===== config.mk =====
export PLATFORM = sky130hd
export DESIGN_NAME = serial_adder_ctrl
export DESIGN_NICKNAME = d
export VERILOG_FILES = /design/src/rtl/serial_adder_ctrl.sv
export SDC_FILE = /design/constraint.sdc
export NUM_CORES = 1
export LEC_CHECK = 0
export CORE_UTILIZATION = 45
export CTS_CLUSTER_DIAMETER = 120
export DETAILED_ROUTE_END_ITERATION = 16
export DONT_BUFFER_PORTS = 1
export HOLD_SLACK_MARGIN = 0.02
export MAX_ROUTING_LAYER = met4
export RECOVER_POWER = 50
export SYNTH_ARGS = -nofsm -noshare
export SYNTH_HDL_FRONTEND = slang
export SYNTH_SLANG_ARGS = --single-unit

===== constraint.sdc =====
create_clock -name clk -period 2.3 [get_ports clk]
set_input_delay 0.345 -clock clk [delete_from_list [all_inputs] [get_ports clk]]
set_output_delay 0.345 -clock clk [all_outputs]
set_load 0.005 [all_outputs]

===== src/rtl/serial_adder_ctrl.sv =====
// rtl/serial_adder_ctrl.sv - bit-serial adder controller driving an external 1-bit full-adder cell
module serial_adder_ctrl #(
    parameter int WIDTH = 8
) (
    input  logic             clk,
    input  logic             rst,
    input  logic             start,
    input  logic [WIDTH-1:0] a,
    input  logic [WIDTH-1:0] b,
    input  logic             c_in,
    output logic             fa_p,
    output logic             fa_q,
    output logic             fa_cin,
    input  logic             fa_sum,
    input  logic             fa_cout,
    output logic             busy,
    output logic             done,
    output logic [WIDTH-1:0] sum,
    output logic             c_out
);

    // Counter must hold WIDTH-1; keep at least one bit so WIDTH=1 still has a legal vector.
    localparam int CW = (WIDTH > 1) ? $clog2(WIDTH) : 1;
    localparam logic [CW-1:0] LAST_CNT = CW'(WIDTH - 1);

    typedef enum logic [1:0] {
        S_IDLE = 2'd0,
        S_RUN  = 2'd1,
        S_DONE = 2'd2
    } state_t;

    state_t           r_state;
    logic [WIDTH-1:0] r_a_sh;
    logic [WIDTH-1:0] r_b_sh;
    logic [WIDTH-1:0] r_s_sh;
    logic             r_carry;
    logic [CW-1:0]    r_cnt;
    logic [WIDTH-1:0] r_sum;
    logic             r_c_out;
    logic             r_busy;
    logic             r_done;
    logic [WIDTH-1:0] w_s_next;

    // Next partial-sum value: shift right and insert the cell's sum bit at the MSB.
    // Written this way so WIDTH=1 needs no empty part-select.
    always_comb begin
        w_s_next            = r_s_sh >> 1;
        w_s_next[WIDTH-1]   = fa_sum;
    end

    // The operand shifters drain to zero by the end of RUN and the carry is cleared on
    // completion, so the cell drive lines read 0 in IDLE and DONE straight from registers.
    assign fa_p   = r_a_sh[0];
    assign fa_q   = r_b_sh[0];
    assign fa_cin = r_carry;
    assign busy   = r_busy;
    assign done   = r_done;
    assign sum    = r_sum;
    assign c_out  = r_c_out;

    // Control FSM with datapath: accept operands, stream one bit pair per cycle, publish result.
    always_ff @(posedge clk) begin
        if (rst) begin
            r_state <= S_IDLE;
            r_a_sh  <= '0;
            r_b_sh  <= '0;
            r_s_sh  <= '0;
            r_carry <= 1'b0;
            r_cnt   <= '0;
            r_sum   <= '0;
            r_c_out <= 1'b0;
            r_busy  <= 1'b0;
            r_done  <= 1'b0;
        end else begin
            case (r_state)
                S_IDLE: begin
                    r_done <= 1'b0;
                    if (start) begin
                        r_a_sh  <= a;
                        r_b_sh  <= b;
                        r_carry <= c_in;
                        r_cnt   <= '0;
                        r_busy  <= 1'b1;
                        r_state <= S_RUN;
                    end
                end
                S_RUN: begin
                    r_s_sh <= w_s_next;
                    r_a_sh <= r_a_sh >> 1;
                    r_b_sh <= r_b_sh >> 1;
                    if (r_cnt == LAST_CNT) begin
                        r_sum   <= w_s_next;
                        r_c_out <= fa_cout;
                        r_carry <= 1'b0;
                        r_cnt   <= '0;
                        r_busy  <= 1'b0;
                        r_done  <= 1'b1;
                        r_state <= S_DONE;
                    end else begin
                        r_carry <= fa_cout;
                        r_cnt   <= r_cnt + 1'b1;
                    end
                end
                S_DONE: begin
                    r_done  <= 1'b0;
                    r_state <= S_IDLE;
                end
                default: begin
                    r_busy  <= 1'b0;
                    r_done  <= 1'b0;
                    r_state <= S_IDLE;
                end
            endcase
        end
    end

endmodule


Yosys cells after proc, flatten, opt, wreduce, memory -nomap -nowiden:

Cells that the tools add are included.

* register bits after elaboration: 41
* input port bits: 22
* logic and storage cells: 41

* add/sub/neg operators: 1
* equal/unequal tests: 5
* multiplexer cells: 16
* bitwise logic cells: 2
* reduce and logical (&&, ||, !) cells: 7

Operators by type and width (number)
* $pmux 8 s2: 2
* $mux 8: 2
* $mux 3: 2
* $pmux 3 s2: 1
* $reduce_and 2->1: 3
* $mux 1: 4
* $mux 2: 2
* $ne 2x2->1 const B: 2
* $pmux 2 s2: 1
* $add 3x1->3 const B: 1
* $eq 3x3->1 const B: 1
* $pmux 1 s3: 1
* $reduce_and 3->1: 1
* $eq 2x1->1 const B: 1
* $eq 2x2->1 const B: 1
* $logic_not 2->1: 1
* $not 1->1: 2
* $pmux 1 s2: 1
* $reduce_bool 2->1: 1
* $reduce_or 2->1: 1

Depth between registers and ports, before layout:

Gate-level depths: netlist of the first run.

* depth in word-level cells: 3
* depth in mapped cells: 6

Least setup slack after synthesis of the first run:

No wires, ideal clock.

* path kind: reg2reg
* from: register r_cnt[0]
* to: register r_sum[1] (netlist: sum[1])
* setup time: 143 ps
* data arrival time: 1133 ps
* data required time: 2157 ps
* path slack: 1025 ps
* cell stages (with the launch flop): 7
* buffers on the path: 1
* period minus slack after synthesis: 1275 ps
* path through: dfxtp_1 -> ha_1 -> ha_1 -> and3b_1 -> buf_2 -> nand2_1 -> a21oi_1

* word-level cells in the longest chain between the ends: 2

Ends and longest elaborated chain
* from (decl): RTL line 37 `logic [CW-1:0] r_cnt;`
* from (signal assigned): RTL line 101 `r_cnt <= r_cnt + 1'b1;`
* $eq 3x3->1: RTL line 91 `if (r_cnt == LAST_CNT) begin`
* $reduce_and 2->1 (no line)
* to (signal assigned): RTL line 92 `r_sum <= w_s_next;`
* to (decl): RTL line 38 `logic [WIDTH-1:0] r_sum;`

No other way between the ends.
A chain may end at the register's enable or synchronous reset.

Worst setup path in the final report of the first run:

* from: register r_state[0]
* to: register r_b_sh[2]

* word-level cells in the longest chain between the ends: 3
* elaborated cells between the ends (all ways): 6

Ends and longest elaborated chain
* from (decl): RTL line 32 `state_t r_state;`
* from (signal assigned): RTL line 64 `r_state <= S_IDLE;`
* from (signal assigned): RTL line 84 `r_state <= S_RUN;`
* from (signal assigned): RTL line 98 `r_state <= S_DONE;`
* $eq 2x1->1 or $logic_not 2->1 (tied branches): RTL line 75 `case (r_state)`
* $reduce_bool 2->1 (no line) or $ne 2x2->1 (tied branches)
* $reduce_and 2->1 (no line)
* to (signal assigned): RTL line 90 `r_b_sh <= r_b_sh >> 1;`
* to (decl): RTL line 34 `logic [WIDTH-1:0] r_b_sh;`

Several ways; a longest one is shown, not always the timed one.

==> flow_summary_export.csv, run 1 <==
group,metric,value,unit
grt,grt_pass1_vias,1215,
timing,fin_crit_sh,72.65,%
layout,drive_gt1_share,12.14,%
route,drt_iter0_markers,57,
outcome,outcome,"completed",
timing,rsz0062_at_grt,"no",
worst_setup_path,path_class,"reg2reg",
worst_setup_path,worst_r2r_startpoint,"r_state[0]",
clock_tree,cts_sinks,40,
layout,n_fill_cell,332,
yosys,synth_nets,202,
route,dr.pass1.iters,4,
yosys,yosys-top-cells-count,"dfxtp_1, nand2_1, nor2_1, a21oi_1, mux2i_1",
die,dieArea,3968,um^2
place,port_buffers,0,
min_path,holdCritPathClass,"in2reg",
route,wl_per_cell,14.35,um
timing,worst-slew-pin-transition,0.6649,ns
die,core_area,3442,um^2
worst_setup_path,cp-startpoint,"r_state[0]",
die,dieHeight,63.00,um
clock_tree,cts_setup_buffers,0,
yosys,postSynthAreaPerCell,9.405,um^2
clock_tree,clk_pin_slew_worst_paths,0.08,ns
route,viasPerCell,5.356,
route,drtAntennaViolNets,0,
worst_setup_path,cp-end-kind,"flop",
yosys,yosys.area.top_type,"dfxtp_1",
timing,skew,0.003284,ns
route,routed_wl,3143,um
grt,grt_usage,18.16,%
clock_tree,cts.repair.resized,0,
worst_setup_path,start_kind,"flop",
grt,grt_pass1_wl,5499,um
timing,setup_violations,0,
timing,final.setup.worst_slack,0.6291,ns
timing,hold_viol,0,
timing,relSlewSlack,55.58,%
layout,synthToLayoutAreaGrowth,4.335,%
pwr,p_leak,0.6195,nW
die,ios,36,
route,vias,1173,
timing,slew_viol_final,0,
die,start_util,48.64,%
grt,antenna_found_initial,0,
pwr,power.density,815.4,nW/um^2
place,place.gp.congestion,0.7473,
clock_tree,clk_latency,0.28,ns
die,die_w,63.00,um
yosys,synth_most_common_cell,"dfxtp_1",
pwr,p_int,1.102,mW
place,dp_slack,0.7107,ns
yosys,synth_area_leaders,"dfxtp_1, mux2i_1, a211oi_2",
route,drcViolationCount,0,
worst_setup_path,crit_required,2.49,ns
timing,fmax,0.5985,GHz
yosys,ys_types,27,
clock_tree,ctsLongestPathBuffers,2,
die,num_rows,21,
clock_tree,htree_levels,2,
yosys,synth_edf_count,0,
yosys,synth_flop_cell,"dfxtp_1",
min_path,hp-start,"rst",
pwr,p_sw_share,22.60,%
pwr,pwr-share-clk,38.8,%
layout,antenna_cells,0,
yosys,synth_top_area_share,47.83,%
clock_tree,cts_tree,"yes",
timing,setup_tns,0,ns
place,hpwl,2227,um
grt,grt_max_degree,42,
pwr,p_seq_share,52.9,%
pwr,ir_drop,0.0005419,V
yosys,seq_area_frac_synth,47.83,%
worst_setup_path,worstPathMaxFanout,29,
place,dpl-instance-area,1645,um^2
yosys,ys_warn_count,0,
yosys,synthArstFlopShare,0,%
clock_tree,numCtsBuffers,5,
yosys,syn_inst,178,
grt,grt.overflow.total,0,
layout,design_area,1747,um^2
worst_setup_path,critical_path_arrival,1.87,ns
clock_tree,cts_hold_buf,0,
clock_tree,root_buffer,"clkbuf_8",
yosys,synth-seq-cells,40,
yosys,syn_area,1674,um^2
layout,nets,196,
flow_run,drv_cap,0,
pwr,switching_power,321.8,uW
timing,layout_min_cycle_time,1.671,ns
pwr,combPwrFrac,8.3,%
metrics by stage:
| stage | instances | hold slack, ns | util [%] | power, mW |
|---|---|---|---|---|
| after global routing | 219 | 0.09578 | 50.75 | 1.487 |
| after CTS | 219 | 0.1079 | 50.93 | 1.440 |
| after global placement | 211 | 0.4141 | 47.80 | 0.8813 |
| after floorplan | 178 | 0.4321 | - | 0.8904 |
| after detailed placement | 211 | 0.4169 | 47.80 | 0.8900 |
| final | 219 | 0.1205 | 50.75 | 1.424 |
cells in the final DEF (no fill, tap or decap), types with 2 or more instances in the layout:
cell      count
a211oi_1      4
nor2_1       22
a21oi_1      19
nor2b_1       2
clkbuf_8      5
mux2i_1      14
a211oi_2     10
nand2_1      32
a22oi_1       5
dfxtp_1      40
ha_1          2
nor3_1        3
final timing paths:
kind	endpoint	slack, ns	cells after the start
worst max-delay path	r_b_sh[2]	0.63	3
worst min-delay path	r_a_sh[0]	0.12	1
worst max register to register	r_b_sh[2]	0.63	3
worst min register to register	r_s_sh[1]	0.46	2
flip-flops by register name (all words and copies together) (netlist names):
| register | count |
|---|---|
| r_cnt | 3 |
| c_out | 1 |
| r_a_sh | 8 |
| r_s_sh | 7 |
| done | 1 |
| fa_cin | 1 |
| r_state | 2 |
| busy | 1 |
| sum | 8 |
| r_b_sh | 8 |
cells by family after synthesis:
logic type,after synthesis,share of synthesized area [%]
DFF,40,47.83
and+or+nand+nor,66,17.19
AOI/OAI and AO/OA,41,19.28
muxes,14,8.370
buffers and inverters,15,5.829
adders and majority gates,2,1.495
critical path, cell delays in order (launching register included):
cell and delay (ns):
dfxtp_1 0.59, o21ba_2 0.65, nor2_1 0.08, a211oi_1 0.25
cell type report:
| class | count | area [um^2] | area share (%) |
|---|---|---|---|
| well taps | 46 | 57.56 | 3.295 |
| repair buffers | 1 | 7.507 | 0.4298 |
| clock inverters | 2 | 35.03 | 2.006 |
| flip-flops and latches | 40 | 800.8 | 45.85 |
| multi-input cells | 123 | 769.5 | 44.05 |
| inverters | 1 | 3.754 | 0.2149 |
| clock buffers | 6 | 72.57 | 4.155 |
metal layers:
metal / track usage, % / up-vias / part of all wire [%]
met5: - / - / 0
met3: 6.752 / 5 / 5.0
met1: 21.22 / 540 / 48
li1: - / 600 / -
met2: 28.63 / 28 / 46
met4: 5.814 / 0 / 1.1
power by group through the flow:
stage | Clock (mW) | Combinational, mW | Sequential (mW)
final | 0.553 | 0.118 | 0.753
after detailed placement | 0 | 0.120 | 0.770
after global routing | 0.597 | 0.133 | 0.757
after CTS | 0.565 | 0.121 | 0.754
after global placement | 0 | 0.114 | 0.767
after floorplan | 0 | 0.133 | 0.758
Note: power is estimated with default switching activity, not from simulation.
==> inputs of run 2 (changes only) <==
==> constraint.sdc (replaced) <==
create_clock -name clk -period 1.68 [get_ports clk]
set_input_delay 0.252 -clock clk [delete_from_list [all_inputs] [get_ports clk]]
set_output_delay 0.252 -clock clk [all_outputs]
set_load 0.005 [all_outputs]
==> run 2 against run 1 <==
Non-clock buffer count rose by 5. Via count rose by 1.9%. Die area did not move. Count of clock-buffer cells in the layout did not move. First-iteration DRC count fell by 32%. Sequential power rose by 37%. Power rose by 30%. Combinational power rose by 58%. Clock skew barely moved. Register-to-register slack got worse by 0.35 ns. Worst setup slack got worse by 0.35 ns. Global-route usage fell by 0.51 points. Critical endpoint is now sum[2]. Largest cell class unchanged.
==> flow_summary_export.csv, run 2 (same netlist as run 1, synthesis figures left out) <==
group,metric,value,unit
layout,final_cell_mix,"dfxtp_1, nand2_1, nor2_1",
pwr,combPwrFrac,10.1,%
grt,grt_max_degree,30,
timing,hold_viol,0,
pwr,power,1.858,mW
pwr,p_leak,0.6338,nW
worst_setup_path,path_class,"reg2reg",
worst_setup_path,cp-startpoint,"r_cnt[0]",
worst_setup_path,cp-end-kind,"flop",
grt,grt_usage,17.65,%
flow_run,drv_cap,0,
die,die_w,63.00,um
worst_setup_path,crit_required,1.90,ns
timing,relSlewSlack,42.04,%
clock_tree,clk_pin_slew_worst_paths,0.08,ns
clock_tree,cts.repair.resized,0,
route,viasPerCell,5.335,
pwr,power.density,1047,nW/um^2
timing,setup_violations,0,
timing,fin_crit_sh,83.50,%
route,routed_wl,3108,um
clock_tree,clk_latency,0.29,ns
grt,grt_pass1_vias,1168,
die,ios,36,
worst_setup_path,worst_r2r_startpoint,"r_cnt[0]",
clock_tree,numCtsBuffers,5,
die,dieHeight,63.00,um
route,dr.pass1.iters,4,
timing,worst-slew-pin-transition,0.8665,ns
die,core_area,3442,um^2
pwr,p_sw_share,24.41,%
layout,seqCellArea,800.8,um^2
min_path,holdCritPathClass,"in2reg",
layout,utilization,51.58,%
timing,fmax,0.7128,GHz
pwr,p_int,1.404,mW
worst_setup_path,worstPathMaxFanout,9,
clock_tree,cts_tree,"yes",
pwr,p_seq_share,55.2,%
die,dieArea,3968,um^2
route,drt_iter0_markers,39,
place,port_buffers,0,
clock_tree,root_buffer,"clkbuf_8",
pwr,switching_power,453.7,uW
layout,multi_input_area,772.0,um^2
timing,skew,0.003466,ns
route,vias,1195,
timing,layout_min_cycle_time,1.403,ns
grt,grt_pass1_wl,5326,um
place,hpwl,2018,um
clock_tree,cts_setup_buffers,0,
timing,rsz0062_at_grt,"no",
outcome,outcome,"completed",
layout,nets,201,
timing,setup_tns,0,ns
worst_setup_path,start_kind,"flop",
layout,synthToLayoutAreaGrowth,6.054,%
route,drtAntennaViolNets,0,
grt,antenna_found_initial,0,
grt,grt.overflow.total,0,
clock_tree,cts_sinks,40,
worst_setup_path,critical_path_arrival,1.62,ns
timing,slew_viol_final,0,
route,drcViolationCount,0,
layout,layout_commonest_cell,"dfxtp_1",
layout,drive_gt1_share,12.36,%
route,wl_per_cell,13.88,um
layout,antenna_cells,0,
place,place.gp.congestion,0.6974,
pwr,pwr-share-clk,34.7,%
die,num_rows,21,
die,start_util,48.64,%
clock_tree,ctsLongestPathBuffers,2,
layout,n_fill_cell,347,
min_path,hp-start,"rst",
pwr,ir_drop,0.0005359,V
clock_tree,htree_levels,2,
run 2: power groups by stage:
| stage | clock network (mW) | registers, mW | logic, mW |
|---|---|---|---|
| after floorplan | 0 | 1.04 | 0.182 |
| after global placement | 0 | 1.05 | 0.166 |
| after detailed placement | 0 | 1.05 | 0.172 |
| after CTS | 0.673 | 1.03 | 0.186 |
| after global routing | 0.717 | 1.03 | 0.210 |
| final | 0.644 | 1.03 | 0.187 |
run 2: metrics by stage:
stage	hold slack, ns	setup slack [ns]	std cells	cell area, um^2
final	0.03327	0.2771	224	1775
after global placement	0.3217	0.3437	213	1660
after floorplan	0.3880	0.4048	178	1674
after CTS	0.02069	0.2563	223	1773
after detailed placement	0.3233	0.2656	213	1660
after global routing	0.02028	0.1120	224	1775
run 2: repair_timing:
item | in CTS | in global routing
hold buffers | 2 | 1
hold endpoints to repair | 17 | 9
setup endpoints to repair | 0 | 0
run 2: area by class of cell:
class / instances / share of cell area, %
sequential: 40 / 45.10
multi-input combinational: 123 / 43.48
clock buffer: 6 / 4.651
tap: 46 / 3.242
timing repair buffer: 6 / 2.748
clock inverter: 2 / 0.5638
inverter: 1 / 0.2114
run 2: routing by layer:
layer	share of wire, %	routed length, um	GRT usage (%)	vias to the layer above
met1	49	1530	21.59	544
met3	5.0	156	5.109	7
met2	44	1374	27.15	27
li1	-	-	-	617
met4	1.5	46	6.977	0
met5	0	0	-	-
run 2: worst paths after layout:
check	to	slack, ns	cells past startpoint
setup reg to reg	sum[2]	0.28	5
hold reg to reg	sum[0]	0.46	2
hold / removal	r_cnt[1]	0.03	1
setup / recovery	sum[2]	0.28	5
run 2: worst max-delay path, cell delays in order (launching register included):
cell and delay, ns:
dfxtp_1 0.35, ha_1 0.15, ha_1 0.23, and3b_1 0.37
nand2_1 0.10, a21oi_1 0.13
==> inputs of run 3 (changes only) <==
==> constraint.sdc (replaced) <==
create_clock -name clk -period 1.38 [get_ports clk]
set_input_delay 0.207 -clock clk [delete_from_list [all_inputs] [get_ports clk]]
set_output_delay 0.207 -clock clk [all_outputs]
set_load 0.005 [all_outputs]
==> run 3 against run 2 <==
Via count increased by 0.67%. Global-route usage decreased by 0.66 points. The flow now finishes with violations (hold timing). Core utilization is 1.1 points higher. Non-clock buffer count down 2.
==> flow_summary_export.csv, run 3 (same netlist as run 1, synthesis figures left out) <==
group,metric,value,unit
outcome,outcome,"complete, but fails checks",
outcome,violations,"hold timing",
place,place.gp.congestion,0.6836,
timing,layout_min_cycle_time,1.268,ns
timing,worst-slew-pin-transition,0.4229,ns
worst_setup_path,critical_path_arrival,1.42,ns
route,vias,1203,
clock_tree,ctsLongestPathBuffers,2,
timing,fin_crit_sh,91.90,%
layout,synthToLayoutAreaGrowth,8.371,%
timing,fmax,0.7885,GHz
clock_tree,htree_levels,2,
grt,grt_pass1_wl,5119,um
die,start_util,48.64,%
worst_setup_path,critPathMaxStageDelay,0.56,ns
grt,grt.overflow.total,0,
timing,setup_violations,0,
timing,hold_ws,-0.03081,ns
timing,slew_viol_final,0,
layout,instances_no_fill,224,
route,drcViolationCount,0,
clock_tree,root_buffer,"clkbuf_8",
layout,antenna_cells,0,
clock_tree,clk_latency,0.29,ns
timing,rsz0062_at_grt,"no",
worst_setup_path,crit_required,1.53,ns
worst_setup_path,path_class,"reg2reg",
place,place_inst,214,
pwr,ir_drop,0.0008141,V
die,num_rows,21,
worst_setup_path,cp-end-kind,"flop",
die,ios,36,
grt,grt_pass1_vias,1148,
pwr,power,2.403,mW
layout,layout_commonest_cell,"dfxtp_1",
route,wl_per_cell,14.29,um
route,drt_iter0_markers,50,
clock_tree,clk_pin_slew_worst_paths,0.08,ns
worst_setup_path,start_kind,"flop",
route,drtAntennaViolNets,0,
place,dp_slack,-0.05065,ns
worst_setup_path,worstPathMaxFanout,14,
die,core_area,3442,um^2
timing,final.setup.worst_slack,0.1118,ns
route,routed_wl,3200,um
die,dieHeight,63.00,um
min_path,holdCritPathClass,"in2reg",
clock_tree,cts_sinks,40,
grt,grt_max_degree,42,
layout,final_cell_mix,"dfxtp_1, nand2_1, nor2_1",
place,hpwl,2021,um
route,dr.pass1.iters,4,
timing,hold_viol,38,
timing,skew,0.005319,ns
clock_tree,numCtsBuffers,5,
grt,antenna_found_initial,0,
pwr,power.density,1324,nW/um^2
die,die_w,63.00,um
layout,drive_gt1_share,18.54,%
die,dieArea,3968,um^2
worst_setup_path,cp_cell_sequence,"o21ba_2 > a211oi_1",
clock_tree,cts_tree,"yes",
flow_run,drv_cap,0,
timing,relSlewSlack,71.81,%
layout,nets,201,
route,viasPerCell,5.371,
place,port_buffers,0,
grt,grt_usage,16.99,%
worst_setup_path,slowest_stage,"o21ba_2",
pwr,p_leak,0.6395,nW
[run 3: cell count changes in the layout (fill, tap and decap cells not counted), moves of 2 or more]
cell and change:
dlygate4sd3_1 -3, clkbuf_2 +2, dfxtp_1 -2, dfxtp_2 +2, ha_1 -2
[run 3: worst paths after layout]
path,endpoint,slack (ns),depth (start not counted),startpoint
max,r_b_sh[1],0.11,2,r_state[1]
min,r_a_sh[0],-0.03,1,rst
min reg2reg,sum[0],0.46,2,r_s_sh[1]
max reg2reg,r_b_sh[1],0.11,2,r_state[1]
[run 3: area by class of cell]
cell class                      instances  area [um^2]
Sequential cell                        40        803.3
Clock buffer                            5        68.82
Clock inverter                          3        42.54
Timing Repair Buffer                    4        25.02
Inverter                                1        3.754
Tap cell                               46        57.56
Multi-Input combinational cell        125        813.3
Fill cell                             334         1628
[run 3: worst max-delay path, delay by kind of cell, from the launching register on]
kind | cells | cell delay [ns]
compound gates | 2 | 0.69
flops | 1 | 0.43
[run 3: what timing repair did]
item,CTS,global route
hold endpoints to repair,40,40
buffers inserted,0,0
gates resized for setup,1,7
cloned,0,2
endpoints found under the setup margin,9,15
pin swaps,0,2
[run 3: metrics by stage]
stage	setup TNS, ns	cell area [um^2]	util [%]
2_1_floorplan	0	1674	-
3_3_place_gp	0	1668	48.46
3_5_place_dp	-0.3108	1668	48.46
4_1_cts	0	1780	51.73
5_1_grt	0	1814	52.71
6_report	0	1814	52.71
[run 3: power breakdown]
group / internal, mW / switching, mW
sequential: 1.21 / 0.0405
clock: 0.535 / 0.400
combinational: 0.0997 / 0.116
[run 3: per-layer routing]
metal  GRT usage [%]  wire (um)
met2           26.21       1463
met5               -          0
met1           19.82       1552
met3           7.299        166
met4           5.233         17
